$ cat src/rtl/cpu_pkg.sv
// Shared definitions for the run sequencer.
// Provides the sequencer state encoding and the data-memory bus widths.
package cpu_pkg;

    localparam int DATA_W = 8;
    localparam int ADDR_W = 8;

    typedef enum logic [2:0] {
        IDLE,
        LOAD,
        START,
        RUN,
        DONE,
        TMO
    } seq_state_t;

endpackage

$ cat src/rtl/run_sequencer_edge_detect.sv
// Registered rising-edge detector.
// Ports:
//   clk   - clock, state on posedge
//   reset - synchronous active-high reset, clears the held level
//   din   - level input
//   rise  - high while din is 1 and the previous-cycle level was 0
module edge_detect (
    input  logic clk,
    input  logic reset,
    input  logic din,
    output logic rise
);

    logic din_q;

    always_ff @(posedge clk) begin
        if (reset) begin
            din_q <= 1'b0;
        end else begin
            din_q <= din;
        end
    end

    // A level that was already high last cycle is not an edge.
    assign rise = din & ~din_q;

endmodule

$ cat src/rtl/run_sequencer.sv
// Run sequencer: loads the init ROM into data memory, starts the core,
// and times the run until the core signals done or the watchdog expires.
// Ports:
//   clk, reset   - clock and synchronous active-high reset
//   go           - run request, honoured in IDLE, DONE and TMO
//   rom_addr     - init ROM address (combinational read)
//   rom_data     - init ROM data, passed straight to mem_data during LOAD
//   mem_we/addr/data - data memory write port, active only in LOAD
//   cpu_start    - core start, high only in START
//   cpu_done     - core done level
//   busy         - high in LOAD, START and RUN
//   finished     - high while in DONE
//   timed_out    - high while in TMO
//   cycle_count  - RUN cycles of the last or current run (saturating)
module run_sequencer
    import cpu_pkg::*;
#(
    parameter int LOAD_LEN  = 256,
    parameter int START_LEN = 2,
    parameter int CNT_W     = 16,
    parameter int TIMEOUT   = 16'hFFFF
) (
    input  logic              clk,
    input  logic              reset,
    input  logic              go,
    output logic [ADDR_W-1:0] rom_addr,
    input  logic [DATA_W-1:0] rom_data,
    output logic              mem_we,
    output logic [ADDR_W-1:0] mem_addr,
    output logic [DATA_W-1:0] mem_data,
    output logic              cpu_start,
    input  logic              cpu_done,
    output logic              busy,
    output logic              finished,
    output logic              timed_out,
    output logic [CNT_W-1:0]  cycle_count
);

    localparam int SC_W = (START_LEN > 1) ? $clog2(START_LEN) : 1;

    // The load index is one bit wider than the address so a full 256-byte
    // load reaches its last index without wrapping.
    localparam logic [8:0]       LAST_IDX   = 9'(LOAD_LEN - 1);
    localparam logic [SC_W-1:0]  LAST_START = SC_W'(START_LEN - 1);
    localparam logic [CNT_W-1:0] TMO_CNT    = CNT_W'(TIMEOUT);

    seq_state_t       state;
    seq_state_t       state_next;
    logic [8:0]       idx;
    logic [SC_W-1:0]  start_cnt;
    logic [CNT_W-1:0] cnt_next;
    logic             launch;
    logic             done_rise;

    edge_detect u_done_edge (
        .clk   (clk),
        .reset (reset),
        .din   (cpu_done),
        .rise  (done_rise)
    );

    assign cnt_next = (&cycle_count) ? cycle_count : cycle_count + 1'b1;

    always_comb begin
        state_next = state;
        launch     = 1'b0;
        busy       = 1'b0;
        mem_we     = 1'b0;
        mem_addr   = '0;
        mem_data   = '0;
        rom_addr   = '0;
        cpu_start  = 1'b0;
        case (state)
            IDLE, DONE, TMO: begin
                if (go) begin
                    state_next = LOAD;
                    launch     = 1'b1;
                end
            end
            LOAD: begin
                busy     = 1'b1;
                mem_we   = 1'b1;
                rom_addr = idx[ADDR_W-1:0];
                mem_addr = idx[ADDR_W-1:0];
                mem_data = rom_data;
                if (idx == LAST_IDX) begin
                    state_next = START;
                end
            end
            START: begin
                busy      = 1'b1;
                cpu_start = 1'b1;
                if (start_cnt == LAST_START) begin
                    state_next = RUN;
                end
            end
            RUN: begin
                busy = 1'b1;
                // A done edge on the limit cycle takes priority over timeout.
                if (done_rise) begin
                    state_next = DONE;
                end else if (cnt_next == TMO_CNT) begin
                    state_next = TMO;
                end
            end
            default: begin
                state_next = IDLE;
            end
        endcase
    end

    always_ff @(posedge clk) begin
        if (reset) begin
            state       <= IDLE;
            idx         <= '0;
            start_cnt   <= '0;
            cycle_count <= '0;
            finished    <= 1'b0;
            timed_out   <= 1'b0;
        end else begin
            state     <= state_next;
            // Status flags track the terminal state they describe.
            finished  <= (state_next == DONE);
            timed_out <= (state_next == TMO);
            if (launch) begin
                idx         <= '0;
                start_cnt   <= '0;
                cycle_count <= '0;
            end
            case (state)
                LOAD: begin
                    idx       <= idx + 9'd1;
                    start_cnt <= '0;
                end
                START: begin
                    start_cnt <= start_cnt + 1'b1;
                end
                RUN: begin
                    cycle_count <= cnt_next;
                end
                default: begin
                end
            endcase
        end
    end

endmodule

$ cat config.mk
export PLATFORM = sky130hd
export DESIGN_NAME = run_sequencer
export DESIGN_NICKNAME = d
export VERILOG_FILES = /design/src/rtl/cpu_pkg.sv /design/src/rtl/run_sequencer_edge_detect.sv /design/src/rtl/run_sequencer.sv
export SDC_FILE = /design/constraint.sdc
export NUM_CORES = 1
export LEC_CHECK = 0
export BUFFER_PORTS_ARGS = -buffer_cell sky130_fd_sc_hd__buf_2
export CAP_MARGIN = 20
export CORE_AREA = 10 10 75 89
export CTS_BUF_LIST = sky130_fd_sc_hd__clkbuf_4
export DETAILED_ROUTE_END_ITERATION = 8
export DIE_AREA = 0 0 85 99
export GPL_ROUTABILITY_DRIVEN = 0
export PLACE_DENSITY_LB_ADDON = 0.12
export SLEW_MARGIN = 20
export SYNTH_ARGS = -nofsm -noshare
export SYNTH_HDL_FRONTEND = slang
export SYNTH_SLANG_ARGS = --single-unit
$ cat constraint.sdc
create_clock -name clk -period 4.06 [get_ports clk]
set_input_delay 0.812 -clock clk [delete_from_list [all_inputs] [get_ports clk]]
set_output_delay 0.812 -clock clk [all_outputs]
set_load 0.1 [all_outputs]
==> run_results.csv <==
group,metric,value,unit
status,run_status,"complete, no violations",
detailed_routing,initialDrtViolationCount,90,
global_routing,globalRouteOverflowTotal,0,
setup_path,required,3.25,ns
power,worst_ir_drop_vdd,138,uV
floorplanning,die_h,99,um
timing,achievable-frequency,325,MHz
cts,clock_path_buffers,2,
global_routing,pin_count_of_the_biggest_net_entering_global_routing,30,
timing,timing_worst_slew_pin_value,0.736,ns
power,design_power_total,0.000662,W
timing,whs,0.493,ns
global_routing,antenna_found_initial,0,
timing,final_period_minus_worst_setup_slack,3.07,ns
global_routing,global_route_wire_length_before_repair,9800,um
final_layout,nets,332,
setup_path,crit_path_end_kind,"output port",
logic_synthesis,syn-cell-area,2100,um^2
timing,relSlewSlack,50.8,%
setup_path,startpoint,"state[0]",
detailed_routing,routed_wire_length_per_instance,15.1,um
hold_path,worst_hold_path.num_cells,2,
placement,hpwl,4260,um
cts,cts_root_buf,"sky130_fd_sc_hd__clkbuf_4",
cts,post_cts_resized,0,
floorplanning,design.portCount,57,
detailed_routing,drcViolationCount,0,
timing,timing.clock.skew,0.00984,ns
timing,setup_viol,0,
floorplanning,core_area,4940,um^2
cts,clk_pin_slew_worst_paths,0.11,ns
floorplanning,rows,28,
floorplanning,initial_core_utilization,42.6,%
logic_synthesis,syn_nets,293,
detailed_routing,route.antenna.remaining_nets,0,
setup_path,number_of_cells_traversed_by_the_worst_register_to_register_path,7,
global_routing,grt_util_all_layers,13.7,%
timing,drv_slew,0,
setup_path,critPathKind,"reg -> out",
cts,cts_post_setup_buffers_inserted,0,
power,p_int,0.000469,W
hold_path,min-delay-start,"idx[8]",
cts,cts-buffers-inserted,5,
placement,placement.io_buffers,56,
floorplanning,dieArea,8420,um^2
detailed_routing,firstDrtPassIters,4,
detailed_routing,via_count,2094,
timing,post-route-period-util,75.7,%
final_layout,areaGrowthSynthToFinish,14.8,%
detailed_routing,detail_route.wirelength,5710,um
logic_synthesis,ffs_w_async_s_r_synth,0,%
floorplanning,floorplan.die.width,85,um
logic_synthesis,gate_count_post_synth,278,
hold_path,min-delay-path-class,"reg -> reg",
logic_synthesis,synth_flop_cell,"sky130_fd_sc_hd__dfxtp_1",
job,drv_cap,0,
power,power_frac_comb,13.9,%
logic_synthesis,netlist_top_cells_area,"sky130_fd_sc_hd__dfxtp_1, sky130_fd_sc_hd__nor2_1, sky130_fd_sc_hd__a21oi_1, sky130_fd_sc_hd__and2_1, sky130_fd_sc_hd__o21ai_0",
final_layout,fin_util,48.8,%
setup_path,worst-endpoint-arrival,2.26,ns
logic_synthesis,ys_ff_latch,32,
placement,preCtsSetupSlack,1.33,ns
cts,worst_skew_pair.late_latency,0.35,ns
cts,h_tree_depth,2,
power,leakage_power,0.992,nW
setup_path,timing.rr.start,"cycle_count[0]",
logic_synthesis,post-synth-top-area-fraction,30.5,%
timing,rsz0062_at_grt,"no",
timing,tns,0,ns
global_routing,first_global_vias,1980,
setup_path,kind_of_start_point_of_the_critical_path,"register",
cts,cts_sinks,32,
logic_synthesis,number_of_flops_mapped_to_enable_cells_by_yosys,0,
logic_synthesis,yosysWarnings,0,
cts,holdBufCountCts,0,
power,seq_power_share,48.1,%
logic_synthesis,yosys.cell_types.count,48,
power,power_density,274,nW/um^2
power,power_frac_clock,38.0,%
power,power_switching,0.000193,W
timing,final_critical_path_setup_slack,0.987,ns
final_layout,final_layout_size_suffix_gt1_share,23.6,%
timing,timing_hold_violations_final,0,
final_layout,diode_insertion_count_for_antenna_repair,0,
logic_synthesis,synthDominantAreaCellType,"sky130_fd_sc_hd__dfxtp_1",
setup_path,timing.critical_path.fanout_max,23,
logic_synthesis,post_synth.cell_area_avg,7.56,um^2
power,p_sw_share,29.2,%
cts,clock_tree_from_tritoncts,"done",
detailed_routing,vias_per_cell,5.54,
logic_synthesis,seq_area_frac_synth,30.5,%
==> critical path, cell delays in order, from the launching register on <==
cell	delay (ns)
sky130_fd_sc_hd__dfxtp_1	0.46
sky130_fd_sc_hd__nand2b_1	0.10
sky130_fd_sc_hd__nand2b_1	0.26
sky130_fd_sc_hd__inv_1	0.42
sky130_fd_sc_hd__and2_1	0.23
sky130_fd_sc_hd__buf_2	0.43
==> power groups by stage <==
| stage | clock (W) | sequential, W | combinational (W) |
|---|---|---|---|
| after floorplan | 0 | 0.000325 | 0.0000763 |
| after global placement | 0 | 0.000326 | 0.0000927 |
| after detailed placement | 0 | 0.000326 | 0.0000929 |
| after CTS | 0.000259 | 0.000319 | 0.0000931 |
| after global routing | 0.000273 | 0.000319 | 0.0000981 |
| final | 0.000251 | 0.000319 | 0.0000919 |
==> registers in the layout, summed over array words and instances (netlist names) <==
signal / cells
timed_out: 1
state: 3
u_done_edge.din_q: 1
start_cnt: 1
idx: 9
finished: 1
cycle_count: 16
==> cell usage after synthesis, types with 2 or more instances <==
library cell,instances
sky130_fd_sc_hd__a21o_1,2
sky130_fd_sc_hd__a21oi_1,24
sky130_fd_sc_hd__a22oi_1,3
sky130_fd_sc_hd__a311oi_1,4
sky130_fd_sc_hd__a41oi_1,4
sky130_fd_sc_hd__and2_1,18
sky130_fd_sc_hd__and3_1,6
sky130_fd_sc_hd__buf_2,4
sky130_fd_sc_hd__buf_4,8
sky130_fd_sc_hd__clkbuf_1,12
sky130_fd_sc_hd__dfxtp_1,32
sky130_fd_sc_hd__ha_1,3
sky130_fd_sc_hd__inv_1,8
sky130_fd_sc_hd__mux2i_1,4
sky130_fd_sc_hd__nand2_1,22
sky130_fd_sc_hd__nand2b_1,6
sky130_fd_sc_hd__nand3_1,9
sky130_fd_sc_hd__nand3b_1,4
sky130_fd_sc_hd__nand4_1,5
sky130_fd_sc_hd__nand4_4,2
sky130_fd_sc_hd__nor2_1,34
sky130_fd_sc_hd__nor2b_1,2
sky130_fd_sc_hd__nor3_1,7
sky130_fd_sc_hd__nor4_2,2
sky130_fd_sc_hd__o211ai_1,2
sky130_fd_sc_hd__o21ai_0,19
sky130_fd_sc_hd__o31ai_1,2
sky130_fd_sc_hd__or3_1,8
sky130_fd_sc_hd__xnor2_1,2
sky130_fd_sc_hd__xor2_1,2
==> metrics by stage <==
stage                     instances  area (um^2)
after floorplan                 278         2100
after global placement          370         2330
after detailed placement        370         2330
after CTS                       378         2410
after global routing            378         2410
final                           378         2410
==> routing by layer <==
metal	global-route usage, %	part of all wire (%)	vias up
met3	6.51	11	12
met5	0	0	-
met1	14.2	40	949
met4	5.08	2.1	0
met2	23.4	47	65
li1	-	-	1068
==> cell type report <==
| class | count | area (um^2) |
|---|---|---|
| Inverter | 8 | 30.0 |
| Sequential cell | 32 | 641 |
| Tap cell | 60 | 75.1 |
| Multi-Input combinational cell | 214 | 1310 |
| Fill cell | 510 | 2530 |
| Clock inverter | 2 | 35.0 |
| Timing Repair Buffer | 56 | 280 |
| Clock buffer | 6 | 45.0 |
==> cell families after synthesis <==
family	count (synthesis)	synth area share (%)
AND/OR/NAND/NOR	134	35.8
AO/OA/AOI/OAI	68	20.5
buffers and inverters	32	7.38
flip-flops	32	30.5
multiplexers	5	2.44
XOR/XNOR	4	1.67
adder cells (fa/ha/maj)	3	1.79
==> worst paths after layout <==
kind | slack (ns) | endpoint
worst max-delay path | 0.99 | rom_addr[6]
worst min-delay path | 0.49 | idx[8]
worst max register to register | 1.47 | state[2]
worst min register to register | 0.49 | idx[8]
==> cells in the final DEF (no fill, tap or decap), types with 5 or more instances in the layout <==
master,n
sky130_fd_sc_hd__a21oi_1,24
sky130_fd_sc_hd__and3_1,6
sky130_fd_sc_hd__nand3_1,9
sky130_fd_sc_hd__clkbuf_4,6
sky130_fd_sc_hd__or3_1,8
sky130_fd_sc_hd__o21ai_0,19
sky130_fd_sc_hd__nor2_1,34
sky130_fd_sc_hd__and2_1,18
sky130_fd_sc_hd__dfxtp_1,32
sky130_fd_sc_hd__buf_2,56
sky130_fd_sc_hd__nand2_1,22
sky130_fd_sc_hd__inv_1,8
sky130_fd_sc_hd__nand2b_1,6
sky130_fd_sc_hd__nand4_1,5
sky130_fd_sc_hd__nor3_1,7
Power figures use the tool's default switching activity.
